--- config.mk ---
export PLATFORM = sky130hd
export DESIGN_NAME = adc_scan_sequencer
export DESIGN_NICKNAME = d
export VERILOG_FILES = /design/src/rtl/adc_scan_sequencer.sv
export SDC_FILE = /design/constraint.sdc
export NUM_CORES = 1
export LEC_CHECK = 0
export BUFFER_PORTS_ARGS = -buffer_cell sky130_fd_sc_hd__buf_4
export CAP_MARGIN = 0
export CORE_ASPECT_RATIO = 0.8
export CORE_MARGIN = 4
export CORE_UTILIZATION = 41
export CTS_BUF_LIST = sky130_fd_sc_hd__clkbuf_4 sky130_fd_sc_hd__clkbuf_8
export DETAILED_ROUTE_END_ITERATION = 12
export GPL_ROUTABILITY_DRIVEN = 0
export PLACE_DENSITY_LB_ADDON = 0.05
export SYNTH_ARGS = -nofsm -noshare
export SYNTH_HDL_FRONTEND = slang
export SYNTH_SLANG_ARGS = --single-unit
export TNS_END_PERCENT = 20
--- constraint.sdc ---
create_clock -name iCLK -period 7.1 [get_ports iCLK]
set_clock_uncertainty 0.2 [all_clocks]
set_input_delay 0.71 -clock iCLK [delete_from_list [all_inputs] [get_ports iCLK]]
set_output_delay 0.71 -clock iCLK [all_outputs]
set_load 0.01 [all_outputs]
--- src/rtl/adc_scan_sequencer.sv ---
// Continuous round-robin scan controller for an 8-channel 16-bit-frame SPI ADC
// (CPOL=1). It keeps a per-channel result register file with a registered read port.
module adc_scan_sequencer #(
  parameter int CLK_DIV = 2,
  parameter int GAP_CYC = 4
) (
  input  logic        iCLK,
  input  logic        iRST,
  input  logic        iEN,
  input  logic [7:0]  iCH_MASK,
  input  logic [2:0]  iRD_CH,
  output logic [11:0] oRD_DATA,
  output logic        oVALID,
  output logic [2:0]  oCH,
  output logic [11:0] oDATA,
  output logic        oBUSY,
  output logic        oCS_n,
  output logic        oSCLK,
  output logic        oDIN,
  input  logic        iDOUT
);

  localparam int CNT_MAX = (CLK_DIV > GAP_CYC) ? CLK_DIV : GAP_CYC;
  localparam int CNT_W   = $clog2(CNT_MAX + 1);

  typedef enum logic [2:0] {IDLE, SETUP, XFER, HOLD, STORE, GAP} state_t;

  state_t           state, state_nxt;
  logic [CNT_W-1:0] cnt;
  logic [3:0]       bit_k;
  logic             hi;
  logic [2:0]       addr, tag;
  logic             primed;
  logic [11:0]      shift;
  logic [11:0]      results [8];

  logic       div_end, gap_end, go;
  logic       fall_evt, rise_evt, store_evt, setup_entry;
  logic [3:0] k_fall;
  logic [2:0] search_from;

  // Next enabled channel strictly after 'last', ascending with wrap; i=8 lands
  // back on 'last' so a single enabled channel repeats.
  function automatic logic [2:0] next_ch(input logic [2:0] last, input logic [7:0] mask);
    logic [2:0] r;
    logic [2:0] c;
    logic       found;
    r     = last;
    found = 1'b0;
    for (int i = 1; i <= 8; i++) begin
      c = last + i[2:0];
      if (!found && mask[c]) begin
        r     = c;
        found = 1'b1;
      end
    end
    return r;
  endfunction

  // Address bit presented on DIN for SCLK period k (ADD2..ADD0 at k=2..4).
  function automatic logic din_bit(input logic [3:0] k, input logic [2:0] a);
    case (k)
      4'd2:    din_bit = a[2];
      4'd3:    din_bit = a[1];
      4'd4:    din_bit = a[0];
      default: din_bit = 1'b0;
    endcase
  endfunction

  assign div_end     = (cnt == CNT_W'(CLK_DIV - 1));
  assign gap_end     = (cnt == CNT_W'(GAP_CYC - 2));
  assign go          = iEN && (iCH_MASK != 8'h00);
  assign rise_evt    = (state == XFER) && div_end && !hi;
  assign fall_evt    = ((state == SETUP) && div_end) ||
                       ((state == XFER) && div_end && hi && (bit_k != 4'd15));
  assign k_fall      = (state == SETUP) ? 4'd0 : bit_k + 4'd1;
  assign store_evt   = (state == HOLD) && (state_nxt == STORE) && primed;
  assign setup_entry = (state_nxt == SETUP) && (state != SETUP);
  // Coming out of IDLE the search restarts from 7 so channel 0 is tried first.
  assign search_from = (state == IDLE) ? 3'd7 : addr;

  // Next-state logic; the STORE cycle already counts as one gap cycle.
  always_comb begin
    state_nxt = state;
    unique case (state)
      IDLE:    if (go) state_nxt = SETUP;
      SETUP:   if (div_end) state_nxt = XFER;
      XFER:    if (div_end && hi && (bit_k == 4'd15)) state_nxt = HOLD;
      HOLD:    if (div_end) state_nxt = STORE;
      STORE:   state_nxt = GAP;
      GAP:     if (gap_end) state_nxt = go ? SETUP : IDLE;
      default: state_nxt = IDLE;
    endcase
  end

  // Phase counter plus SCLK half-period / bit-index tracking during XFER.
  always_ff @(posedge iCLK or negedge iRST) begin
    if (!iRST) begin
      cnt   <= '0;
      bit_k <= 4'd0;
      hi    <= 1'b0;
    end else begin
      if ((state == IDLE) || (state_nxt != state) || ((state == XFER) && div_end))
        cnt <= '0;
      else
        cnt <= cnt + CNT_W'(1);
      if (state != XFER) begin
        bit_k <= 4'd0;
        hi    <= 1'b0;
      end else if (div_end) begin
        hi <= !hi;
        if (hi) bit_k <= bit_k + 4'd1;
      end
    end
  end

  // State register, address/tag bookkeeping and registered ADC pins.
  always_ff @(posedge iCLK or negedge iRST) begin
    if (!iRST) begin
      state  <= IDLE;
      addr   <= 3'd7;
      tag    <= 3'd0;
      primed <= 1'b0;
      oCS_n  <= 1'b1;
      oSCLK  <= 1'b1;
      oDIN   <= 1'b0;
      oBUSY  <= 1'b0;
      oVALID <= 1'b0;
    end else begin
      state  <= state_nxt;
      oCS_n  <= !(state_nxt inside {SETUP, XFER, HOLD});
      oBUSY  <= (state_nxt != IDLE);
      oVALID <= store_evt;
      if (setup_entry) begin
        tag    <= addr;
        addr   <= next_ch(search_from, iCH_MASK);
        primed <= (state == GAP);
      end
      if (fall_evt) begin
        oSCLK <= 1'b0;
        oDIN  <= din_bit(k_fall, addr);
      end else if (rise_evt) begin
        oSCLK <= 1'b1;
      end
    end
  end

  // Result capture: iDOUT sampled on rising SCLK for k=4..15, MSB first.
  always_ff @(posedge iCLK) begin
    if (rise_evt && (bit_k >= 4'd4)) shift <= {shift[10:0], iDOUT};
  end

  // Result file and strobe data, written as the frame enters STORE.
  always_ff @(posedge iCLK or negedge iRST) begin
    if (!iRST) begin
      oCH   <= 3'd0;
      oDATA <= 12'd0;
      for (int i = 0; i < 8; i++) results[i] <= 12'd0;
    end else if (store_evt) begin
      results[tag] <= shift;
      oCH          <= tag;
      oDATA        <= shift;
    end
  end

  // Registered read port, one cycle of latency.
  always_ff @(posedge iCLK) begin
    oRD_DATA <= results[iRD_CH];
  end

endmodule

* Yosys cells after proc, flatten, opt, wreduce, memory -nomap -nowiden
Cells that the tools add are included.
** Storage, ports and cells
- Word-level logic and storage cells :: 168
- Bits of input ports :: 15
- ROM bits :: 0
- Bits in latches :: 0
- Output and inout port bits :: 32
- Memories :: 0
- RAM bits :: 0
- Register bits :: 158
** Operators by class
- Shifts and indexed selects :: 0
- Mux-type cells :: 62
- Equality and inequality tests :: 19
- Reductions and logical operators :: 40
- Divide/modulo/power cells :: 0
- Order comparisons :: 12
- Add/subtract/negate cells :: 9
- Multipliers :: 0
- Bitwise logic cells :: 2
** Operators by type and width (number)
- $bwmux 96 :: 1
- $mux 3 :: 15
- $bmux 12 s3 :: 1
- $demux 12 s3 :: 1
- $mux 12 :: 3
- $lt 3x4->1 const B :: 8
- $mux 1 :: 27
- $bmux 1 s3 :: 8
- $logic_and 1x1->1 :: 20
- $pmux 3 s6 :: 1
- $mux 4 :: 4
- $eq 3x2->1 const B :: 5
- $add 3x3->3 const B :: 4
- $eq 3x1->1 const B :: 3
- $eq 3x3->1 const B :: 3
- $logic_not 1->1 :: 9
- $eq 4x2->1 const B :: 2
- $ge 4x4->1 const B :: 2
- $not 3->4 :: 2
- $reduce_bool 8->1 :: 1
- $add 3x1->3 const B :: 2
- $add 3x2->3 const B :: 2
- $reduce_bool 2->1 :: 3
- $reduce_bool 3->1 :: 2
- other kinds (13) :: 15

* Depth between registers and ports, before layout
- Depth after elaboration :: 35
- Gate-level depth with buffers :: 14

* Worst setup path before layout
OpenSTA, ideal clock, no wires.
- Path kind :: flip-flop to flip-flop
- From :: reg state[0]
- To :: reg addr[2]
- Cell stages (with the launch flop) :: 15
- Library setup time :: 81 ps
- Buffers on the path :: 2
- Required time :: 6819 ps
- Period minus slack after synthesis :: 3702 ps
- Arrival time :: 3421 ps
- Slack :: 3398 ps
- Cell sequence :: dfrtp_1 -> buf_6 -> or3_4 -> buf_6 -> nand2b_1 -> clkinv_1 -> ha_1 -> nor2b_1 -> a221oi_4 -> mux4_2 -> nand2_2 -> nor3_4 -> and3_1 -> a211o_1 -> a211oi_2
** Between the ends
- Cells in the longest elaborated chain, start to end :: 34
- Elaborated cells between the ends (all ways) :: 75
** RTL lines
- start, declared :: line 28 : state_t state, state_nxt;
- start signal, assigned :: line 130 : state <= state_nxt;
- $logic_not 3->1 :: line 80, 85
- $mux 3 :: line 80 : assign search_from = (state == IDLE) ? 3'd7 : addr;
- $add 3x1->3 :: line 51 : c = last + i[2:0];
- $bmux 1 s3 :: line 52 : if (!found && mask[c]) begin
- $mux 1 (not written as such) :: line 52
- $mux 1 :: line 52
- $mux 1 :: line 134 : if (setup_entry) begin
- $logic_not 1->1 :: line 52
- (+18 left out)
- $mux 1 :: line 134
- $logic_not 1->1 :: line 52
- $logic_and 1x1->1 :: line 52
- $mux 1 :: line 52
- $mux 1 :: line 134
- $logic_not 1->1 :: line 52
- $logic_and 1x1->1 :: line 52
- $mux 3 :: line 52
- end signal, assigned :: line 136 : addr <= next_ch(search_from, iCH_MASK);
- end, declared :: line 32 : logic [2:0] addr, tag;
Several ways; a longest one is shown, not always the timed one. The select of a mux whose other input is x is not followed.
A chain may end at the register's enable or synchronous reset.

* Final worst setup path
Same ends and word-level chain as after synthesis.

==> metrics.md <==
| Metric | Value |
|---|---|
| Worst-path clk slew | 0.08 ns |
| # diodes | 0 |
| R2r worst-path depth | 12 |
| # port buffers | 46 |
| Launching point of the worst reg2reg path | state[0] |
| Die area | 0.0213 mm2 |
| Largest net degree at the start of global routing | 83 |
| Critical Path AT | 4.58 ns |
| Cell class contributing the biggest share of worst-path delay | simple AND/OR/NAND/NOR gates |
| Die H | 131 um |
| Area Growth Syn to Fin | 12.1% |
| FMAX | between 200 and 250 MHz |
| Post-route clock period utilization | 0.622 |
| Nets@finish | 687 |
| Met1 Wirelength | 9550 um |
| Top cells by area, synth | dfrtp_1 41%, mux2_2 16%, mux4_2 7.8% |
| Post-Syn Area | 0.00779 mm2 |
| R2r endpoint | addr[2] |
| Ys Warns | 0 |
| Predominant post-synthesis flop cell | dfrtp_1 |
| Clk Latency, worst-skew pair | 0.44 ns |
| Pins Over Slew Limit | 0 |
| P_sw | 0.383 mW |
| Combinational share of power | 0.064 |
| Fin. Hold Viols | 0 |
| CP bufs+invs | 1 |
| Worst Path Max Fanout | 18 |
| Register area share after synthesis | 0.509 |
| Num rows | 44 |
| Top-area cell type share of the netlist area | 0.415 |
| Met3 wire len | 965 um |
| Via/cell ratio | around 5.6 |
| Root Buffer | clkbuf_8 |
| Resize count post-CTS | 0 |
| Finished Core Util | 0.475 |
| Synth Register Bits | 158 |
| Fin crit period | roughly 4.4 ns |
| Largest stage delay, worst path | 0.61 ns |
| Clock Tree Buf Depth | 2 |
| CP Depth | 12 |
| H-tree level count | 4 |
| Vias in the first global route | 5205 |
| Setup bufs post-CTS | 0 |
| Worst min path class | in -> async |
| WP data required | between 7 and 8 ns |
| Share of cells above drive strength 1 | 0.353 |
| Clk network pwr share | 0.380 |
| Post-Synthesis Cells | 635 |
| ANT nets after route | 0 |
| Pre-CTS worst setup slack | 2.77 ns |
| CP startpoint kind | flop |
| Final setup violation count | 0 |
| Worst setup path class | reg -> reg |
| Number of DRC markers in iteration 0 | about 400 |
| Switching power share of the total | 0.234 |
| Peak supply drop | around 0.00011 V |
| Cts hold-fix bufs | 0 |
| TritonRoute pass-1 iters | 4 |
| I/O pins | 47 |
| Worst Setup End Kind | flop |
| Netlist cell types | 66 |
| Most frequent cells in the layout | 129 x dfrtp_1, 111 x mux2_2, 72 x nand2_1 |
| CTS tree | built |
| DRC | 0 |
| Congestion Overflow GR | 0 |
| Post-DP HPWL | between 10000 and 15000 um |
| Tightest Pin Transition | ~1.2 ns |
| Slowest cell on crit path | mux4_2 |
| Final wirelength | 18400 um |
| Critical path launch point | state[0] |
| Total number of vias | slightly above 5000 |
| Met2 WL | 7770 um |
| DR WL/cell | approximately 20 um |
| CORE AREA | 0.0184 mm2 |
| First-pass GRT wire length | just under 30000 um |
| CP cell instances | or3_4 -> nand2b_1 -> clkinv_1 -> ha_1 -> nor2b_1 -> a221oi_4 -> mux4_2 -> nand2_2 -> nor3_4 -> a31oi_1 -> nor3b_1 -> a211oi_2 |
| Cell leakage power | 4.04 nW |
| Sequential share of power | 0.556 |
| Setup ws final | between 2 and 3 ns |
| Commonest non-fill, non-tap cell in the layout | dfrtp_1 |
| PwrDens | 187 mW/mm2 |
| RSZ-0062 raised after global routing | no |
| Total CTS buffers | 17 |
| Die Span X | 162 um |
| Outcome | finished, final reports clean |
| Crit path capture | addr[2] |
| CTS Sinks | about 160 |
| Mean Syn Cell Area | 12.3 um2 |
| R2R setup slack | 2.69 ns |
| Synth area leader | dfrtp_1 |
| P_int | 1.25 mW |
| Max Used Layer | met4 |
| Starting density of the core | 0.424 |
| Post-synth EDFFs | 12 |
| Initial antenna violation count | 0 |
| Total Routing Usage GR | 0.179 |
| Max-slew headroom at the worst pin | 0.177 |
| Syn_nets | 656 |
| Max-cap violations | 0 |
| Setup TNS Final | 0 ns |
| Asr flop ratio synth | 0.848 |
[power by group through the flow]
stage / registers (mW) / logic [mW] / clock network (mW)
detailed placement: 0.928 / 0.105 / 0
CTS: 0.909 / 0.105 / 0.647
finish: 0.909 / 0.104 / 0.622
floorplan: 0.926 / 0.0638 / 0
global route: 0.909 / 0.115 / 0.681
global placement: 0.928 / 0.103 / 0
[cell families after synthesis]
family	count (synthesis)	synth area share
AOI/OAI and AO/OA	91	0.0832
and+or+nand+nor	174	0.113
buffers and inverters	51	0.0265
DFF	158	0.509
adders and majority gates	6	0.00964
xor gates and xnor gates	8	0.00900
muxes	147	0.250
[per-layer routing]
layer  GRT usage  up-vias
met1       0.290     2681
met2       0.239      119
met4      0.0409        0
met3      0.0441       11
met5           0        -
li1            -     2385
[sequential cells by signal, summed over array words and instances (netlist names), 3 cells and up]
name      cells
addr          3
bit_k         4
cnt           3
oCH           3
oDATA        12
oRD_DATA     12
results      96
shift        12
state         3
tag           3
[synthesized netlist by cell type (8+ instances only)]
cell / number
nor2_1: 27
mux2i_1: 8
clkbuf_1: 31
and2_1: 11
inv_1: 9
nand2b_1: 8
o21ai_0: 17
mux2_2: 111
dfrtp_1: 129
mux4_2: 27
nor2b_1: 8
a21oi_1: 19
dfxtp_1: 12
nand2_1: 72
nand3_1: 9
edfxtp_1: 12
[worst min path at each step]
stage / slack [ns] / endpoint / from
detailed placement: 0.28 / oSCLK / oSCLK
floorplan: 0.21 / bit_k[0] / iRST
global route: 0.15 / results[82] / iRST
global placement: 0.27 / oDATA[7] / oDATA[7]
finish: 0.12 / oDATA[11] / iRST
CTS: 0.13 / results[7] / iRST
[final cells by class]
| class | count | area (um2) |
|---|---|---|
| Fill cell | 1710 | 9660 |
| Sequential cell | 158 | 3960 |
| Multi-Input combinational cell | 426 | 3640 |
| Timing Repair Buffer | 52 | 394 |
| Clock buffer | 27 | 340 |
| Tap cell | 253 | 317 |
| Inverter | 11 | 41.3 |
| Clock inverter | 5 | 33.8 |
[worst reg2reg max path, delay by kind of cell (launching register included)]
kind	cells	cell delay, ns
AOI/OAI and AO/OA	3	0.86
adders and majority gates	1	0.34
buffers and inverters	1	0.27
DFF	1	0.58
muxes	1	0.61
and+or+nand+nor	6	1.47
[metrics by stage]
step	area [um2]	hold WS, ns	power, mW	instances
after floorplan	7790	0.214	0.990	635
after global placement	8360	0.274	1.03	900
after detailed placement	8360	0.276	1.03	900
after CTS	8730	0.131	1.66	932
after global routing	8730	0.154	1.71	932
final	8730	0.119	1.64	932
Power figures use the tool's default switching activity.
